File: src/rtl/mem_arb_pkg.sv
// Shared types and encodings for the instruction/data memory port arbiter.
package mem_arb_pkg;

    typedef enum logic [1:0] {
        IDLE    = 2'd0,
        ISSUE   = 2'd1,
        RESPOND = 2'd2
    } arb_state_t;

    localparam logic PORT_IF = 1'b0;
    localparam logic PORT_D  = 1'b1;

    localparam logic [1:0] SIZE_B = 2'b00;
    localparam logic [1:0] SIZE_H = 2'b01;
    localparam logic [1:0] SIZE_W = 2'b10;
    localparam logic [1:0] SIZE_D = 2'b11;

    localparam logic OP_READ  = 1'b0;
    localparam logic OP_WRITE = 1'b1;

endpackage

File: src/rtl/arb_grant.sv
// Picks fetch or data port among eligible requesters, bounding fetch starvation.
// Latency: combinational grant; burst counter updates at the end of each IDLE cycle.
// Backpressure: none here; requesters hold start until their done pulse.
module arb_grant
    import mem_arb_pkg::*;
#(
    parameter int MaxDataBurst = 4
) (
    input  logic clk,
    input  logic reset,
    input  logic in_idle,
    input  logic if_start,
    input  logic if_served,
    input  logic d_start,
    input  logic d_served,
    output logic grant_valid,
    output logic grant_idx
);

    localparam int CntWidth = 4;
    localparam logic [CntWidth-1:0] BurstMax = CntWidth'(MaxDataBurst);

    logic [CntWidth-1:0] burst_cnt;
    logic                if_elig;
    logic                d_elig;

    assign if_elig     = if_start & ~if_served;
    assign d_elig      = d_start & ~d_served;
    assign grant_valid = if_elig | d_elig;
    // Data wins ties until it has used up its burst allowance against a waiting fetch.
    assign grant_idx   = (if_elig && (!d_elig || burst_cnt == BurstMax)) ? PORT_IF : PORT_D;

    always_ff @(posedge clk or negedge reset) begin
        if (!reset) begin
            burst_cnt <= '0;
        end else if (in_idle) begin
            if (!if_elig || grant_idx == PORT_IF) begin
                burst_cnt <= '0;
            end else if (burst_cnt != BurstMax) begin
                burst_cnt <= burst_cnt + CntWidth'(1);
            end
        end
    end

endmodule

File: src/rtl/mem_port_arbiter.sv
// Serialises fetch and load/store requests onto the single memory start/done channel.
// Latency: done pulses 2 + N cycles after start is seen in IDLE (N = memory_done wait cycles).
// Backpressure: one request in flight; the other port waits with start held high.
module mem_port_arbiter
    import mem_arb_pkg::*;
#(
    parameter int AddrWidth    = 64,
    parameter int DataWidth    = 64,
    parameter int MaxDataBurst = 4
) (
    input  logic                 clk,
    input  logic                 reset,
    input  logic                 if_start,
    input  logic [AddrWidth-1:0] if_addr,
    output logic                 if_done,
    output logic [DataWidth-1:0] if_data,
    input  logic                 d_start,
    input  logic                 d_sel_mem_operation,
    input  logic [1:0]           d_sel_mem_size,
    input  logic [AddrWidth-1:0] d_addr,
    input  logic [DataWidth-1:0] d_wdata,
    output logic                 d_done,
    output logic [DataWidth-1:0] d_data,
    output logic                 memory_start,
    output logic                 sel_mem_operation,
    output logic [1:0]           sel_mem_size,
    output logic [AddrWidth-1:0] addr,
    output logic [DataWidth-1:0] data_o,
    input  logic                 memory_done,
    input  logic [DataWidth-1:0] memory_value
);

    arb_state_t state_q, state_d;
    logic       gnt_q;
    logic       if_served_q, d_served_q;
    logic       grant_valid, grant_idx;
    logic       in_idle, take_grant, capture, responding;

    assign in_idle    = (state_q == IDLE);
    assign take_grant = in_idle && grant_valid;
    assign capture    = (state_q == ISSUE) && memory_done;
    assign responding = (state_q == RESPOND);

    arb_grant #(
        .MaxDataBurst (MaxDataBurst)
    ) u_arb_grant (
        .clk         (clk),
        .reset       (reset),
        .in_idle     (in_idle),
        .if_start    (if_start),
        .if_served   (if_served_q),
        .d_start     (d_start),
        .d_served    (d_served_q),
        .grant_valid (grant_valid),
        .grant_idx   (grant_idx)
    );

    always_ff @(posedge clk or negedge reset) begin
        if (!reset) begin
            state_q <= IDLE;
        end else begin
            state_q <= state_d;
        end
    end

    always_comb begin
        state_d      = state_q;
        memory_start = 1'b0;
        if_done      = 1'b0;
        d_done       = 1'b0;
        case (state_q)
            IDLE: begin
                if (grant_valid) state_d = ISSUE;
            end
            ISSUE: begin
                memory_start = 1'b1;
                if (memory_done) state_d = RESPOND;
            end
            RESPOND: begin
                if_done = (gnt_q == PORT_IF);
                d_done  = (gnt_q == PORT_D);
                state_d = IDLE;
            end
            default: state_d = IDLE;
        endcase
    end

    // Downstream fields are latched at grant so requester changes in flight are ignored.
    always_ff @(posedge clk or negedge reset) begin
        if (!reset) begin
            gnt_q             <= PORT_IF;
            sel_mem_operation <= OP_READ;
            sel_mem_size      <= SIZE_B;
            addr              <= '0;
            data_o            <= '0;
        end else if (take_grant) begin
            gnt_q <= grant_idx;
            if (grant_idx == PORT_IF) begin
                sel_mem_operation <= OP_READ;
                sel_mem_size      <= SIZE_D;
                addr              <= if_addr;
                data_o            <= '0;
            end else begin
                sel_mem_operation <= d_sel_mem_operation;
                sel_mem_size      <= d_sel_mem_size;
                addr              <= d_addr;
                data_o            <= d_wdata;
            end
        end
    end

    always_ff @(posedge clk or negedge reset) begin
        if (!reset) begin
            if_data <= '0;
            d_data  <= '0;
        end else if (capture) begin
            if (gnt_q == PORT_IF) if_data <= memory_value;
            else                  d_data  <= memory_value;
        end
    end

    // A served port stays ineligible until it withdraws its start.
    always_ff @(posedge clk or negedge reset) begin
        if (!reset) begin
            if_served_q <= 1'b0;
            d_served_q  <= 1'b0;
        end else begin
            if (!if_start)                           if_served_q <= 1'b0;
            else if (responding && gnt_q == PORT_IF) if_served_q <= 1'b1;
            if (!d_start)                            d_served_q  <= 1'b0;
            else if (responding && gnt_q == PORT_D)  d_served_q  <= 1'b1;
        end
    end

endmodule

File: config.mk
export PLATFORM = sky130hd
export DESIGN_NAME = mem_port_arbiter
export DESIGN_NICKNAME = d
export VERILOG_FILES = /design/src/rtl/mem_arb_pkg.sv /design/src/rtl/arb_grant.sv /design/src/rtl/mem_port_arbiter.sv
export SDC_FILE = /design/constraint.sdc
export NUM_CORES = 1
export LEC_CHECK = 0
export BUFFER_PORTS_ARGS = -buffer_cell sky130_fd_sc_hd__buf_2
export CORE_AREA = 5 5 199 201
export CTS_BUF_LIST = sky130_fd_sc_hd__clkbuf_4 sky130_fd_sc_hd__clkbuf_8
export DETAILED_ROUTE_END_ITERATION = 12
export DIE_AREA = 0 0 204 206
export GPL_ROUTABILITY_DRIVEN = 0
export PLACE_DENSITY_LB_ADDON = 0.2
export SLEW_MARGIN = 20
export SYNTH_ARGS = -nofsm -noshare
export SYNTH_HDL_FRONTEND = slang
export SYNTH_SLANG_ARGS = --single-unit
File: constraint.sdc
create_clock -name clk -period 3.33 [get_ports clk]
set_input_delay 0.333 -clock clk [delete_from_list [all_inputs] [get_ports clk]]
set_output_delay 0.333 -clock clk [all_outputs]
set_load 0.01 [all_outputs]
==> results.yml <==
cts:
  post_cts_resize_count: 0
  clkSlewWorstSetupHoldPaths_ns: 0.06
  cts_made_buffers: 47
  cts_tree: "yes"
  clkLatencyLatePin_ns: 0.59
  cts_root_buffer: "clkbuf_8"
  cts_buffer_depth: 3
  clock_sinks: 268
  htreeDepth: 2
hold_path:
  worstHoldPathCells: 3
  hold_start: "d_addr[36]"
  min_delay_worst_endpoint: "addr[36]"
  hold_class: "input port to flop"
layout:
  nNetsFinal: 1934
  area_growth_pct: 52.2
  drive_gt1_share_pct: 45.4
  final_cell_mix: "buf_2 (524), dfrtp_1 (268), dlygate4sd3_1 (244)"
  multi_input_area_um2: 4680
  ff_latch_area_um2: 6710
  fillers: 3369
  layout_commonest_cell: "buf_2"
  layoutNonFillerInstCount: 2217
global_routing:
  grt_max_degree: 100
  grt_pass1_wl_mm: 70.0
  grt_overflow: 0
  grt_pass1_vias: 12200
  gr-usage-all-layers_pct: 20.6
  antenna_found_initial: 3
critical_path:
  r2r_start: "d_served_q"
  critPathCaptureType: "flop"
  crit_fanout: 36
  r2r-end: "addr[23]"
  reg2reg_depth: 5
  start_kind: "flop"
  crit_type: "flop to flop"
  required_ns: 3.79
  r2r_slack_ns: 0.77
  cp.arrival_ns: 3.02
synth:
  syn_area_per_cell_um2: 13.0
  yosys_warnings: 0
  syn_nets: 1208
  synthCells: 942
  synth.distinct_cells: 38
  syn_area_um2: 12300
  synth_seq_area_share_pct: 54.6
  ys_seq_elements: 268
floorplan:
  dieHeight_um: 206
  fp.dieArea_um2: 42000
  core_um2: 37400
  die_w_um: 204
  rows: 71
  initial_core_util_pct: 32.9
  io_pins: 526
timing:
  tns_ns: 0
  finalCritPeriodShare_pct: 76.9
  fin_worst_skew_ns: 0.0157
  hold_viol_final: 0
  slew_headroom_pct: 45.3
  final_max_slew_viol_count: 0
  rsz0062_at_grt: "no"
  fmax_ghz: 0.390
  post-route-min-period_ns: 2.56
  setup_viol: 0
  tightestPinTransition_ns: 0.821
route:
  vias: 11200
  drcViolationCount: 0
  ant_nets: 0
  drt_iter0_markers: 676
  wl_mm: 45.1
  dr.pass1.iters: 5
  post_drt_wl_per_cell_um: 20.3
  vias_per_cell: 5.06
run:
  cap_viol_max_count: 0
placement:
  io_buffer_count: 525
  dp_hpwl_mm: 29.4
  place_inst: 1886
run_status:
  status: "completed"
pwr:
  p_leak_nw: 8.65
  peakVddDrop_mv: 0.513
  cellPowerDensity_nw_per_um2: 877
worst max path at each step:
stage                             start                       end
5_1_grt                      d_served_q                  addr[29]
3_5_place_dp   u_arb_grant.burst_cnt[0]  u_arb_grant.burst_cnt[3]
3_3_place_gp   u_arb_grant.burst_cnt[0]  u_arb_grant.burst_cnt[3]
4_1_cts                      d_served_q                  addr[29]
6_report                     d_served_q                  addr[23]
2_1_floorplan                state_q[1]                     gnt_q
flip-flops by register name, summed over array words and instances (netlist names):
name,flops
d_data,64
state_q,2
d_served_q,1
gnt_q,1
if_data,64
sel_mem_operation,1
data_o,64
sel_mem_size,2
addr,64
u_arb_grant.burst_cnt,4
if_served_q,1
critical path, cell delays in order (launching register included):
cell and delay, ns:
dfrtp_1 0.41, nand2b_2 0.59, buf_4 0.46, o2111ai_1 0.25
o211ai_1 0.12, dlygate4sd3_1 0.57
layout make-up:
cell class / count / share of cell area (%)
antenna: 3 / 0.0401
inverter: 67 / 1.34
clock inverter: 6 / 0.328
multi-input combinational: 491 / 25.0
tap: 511 / 3.42
clock buffer: 78 / 5.20
timing repair buffer: 793 / 28.8
sequential: 268 / 35.9
layer usage:
metal / routed length [um] / track usage, % / vias to the layer above
met2: 21700 / 33.9 / 503
met3: 3540 / 5.40 / 118
met4: 1740 / 8.83 / 0
li1: - / - / 5142
met1: 18100 / 25.9 / 5449
met5: 0 / 0 / -
cell families (layout without fill, tap and decap cells):
| logic type | Yosys count | count (layout) | share of synthesized area (%) |
|---|---|---|---|
| buffers and inverters | 183 | 944 | 7.82 |
| DFF | 268 | 268 | 54.6 |
| adders and majority gates | 2 | 2 | 0.204 |
| AOI/OAI and AO/OA | 338 | 338 | 22.5 |
| and+or+nand+nor | 22 | 22 | 1.22 |
| other | 0 | 3 | 0 |
| muxes | 129 | 129 | 13.7 |
where the power goes:
part           internal, mW  switching (mW)  leakage [nW]  total, mW
sequential             4.82           0.879          3.28       5.70
combinational          3.64            3.76          4.82       7.40
clock                  1.92            1.38         0.550       3.29
total                  10.4            6.02          8.65       16.4
timing repair:
| item | in CTS | in global routing |
|---|---|---|
| endpoints found under the setup margin | 0 | 0 |
| hold endpoints to repair | 348 | 0 |
| hold buffers | 244 | 0 |
| buffers inserted | 0 | 0 |
synthesized netlist by cell type:
| master | number | area [um^2] |
|---|---|---|
| buf_6 | 5 | 56.3 |
| o2bb2ai_1 | 66 | 578 |
| buf_4 | 1 | 7.51 |
| and3b_4 | 1 | 12.5 |
| o2111ai_1 | 128 | 1120 |
| mux2_4 | 60 | 901 |
| nand4_1 | 3 | 18.8 |
| a211oi_1 | 2 | 15.0 |
| a21oi_1 | 1 | 5.00 |
| nand3_1 | 1 | 5.00 |
| a21oi_2 | 1 | 8.76 |
| nand2b_1 | 4 | 25.0 |
| mux2_2 | 68 | 766 |
| a2bb2oi_1 | 2 | 17.5 |
| inv_1 | 67 | 251 |
| ha_1 | 2 | 25.0 |
| o21ai_1 | 1 | 5.00 |
| or2_2 | 1 | 6.26 |
| nor2b_4 | 1 | 13.8 |
| o211ai_1 | 129 | 968 |
| nor3b_1 | 1 | 7.51 |
| nand2_1 | 3 | 11.3 |
| clkbuf_1 | 40 | 150 |
| o311ai_0 | 1 | 8.76 |
| nand2_2 | 1 | 6.26 |
| o41ai_1 | 1 | 8.76 |
| o21a_1 | 2 | 15.0 |
| buf_2 | 55 | 275 |
| nor2_2 | 1 | 6.26 |
| buf_1 | 3 | 11.3 |
| clkbuf_8 | 5 | 68.8 |
| o21ai_0 | 4 | 20.0 |
| nor2b_1 | 2 | 12.5 |
| mux2_1 | 1 | 11.3 |
| and3b_1 | 2 | 17.5 |
| dfrtp_1 | 268 | 6710 |
| buf_12 | 7 | 140 |
| nand3b_1 | 1 | 7.51 |
through the flow:
stage	area, um^2	util [%]	setup WS [ns]	hold WS [ns]	power, mW
final	18700	50.0	0.768	0.0643	16.4
after detailed placement	15200	40.7	1.17	0.437	12.4
after floorplan	12300	-	1.76	0.0374	9.62
after global routing	18700	50.0	0.629	0.0233	17.5
after CTS	18700	50.0	0.775	0.000993	16.6
after global placement	15200	40.7	1.18	0.429	12.4
(Power assumes the default switching activity.)
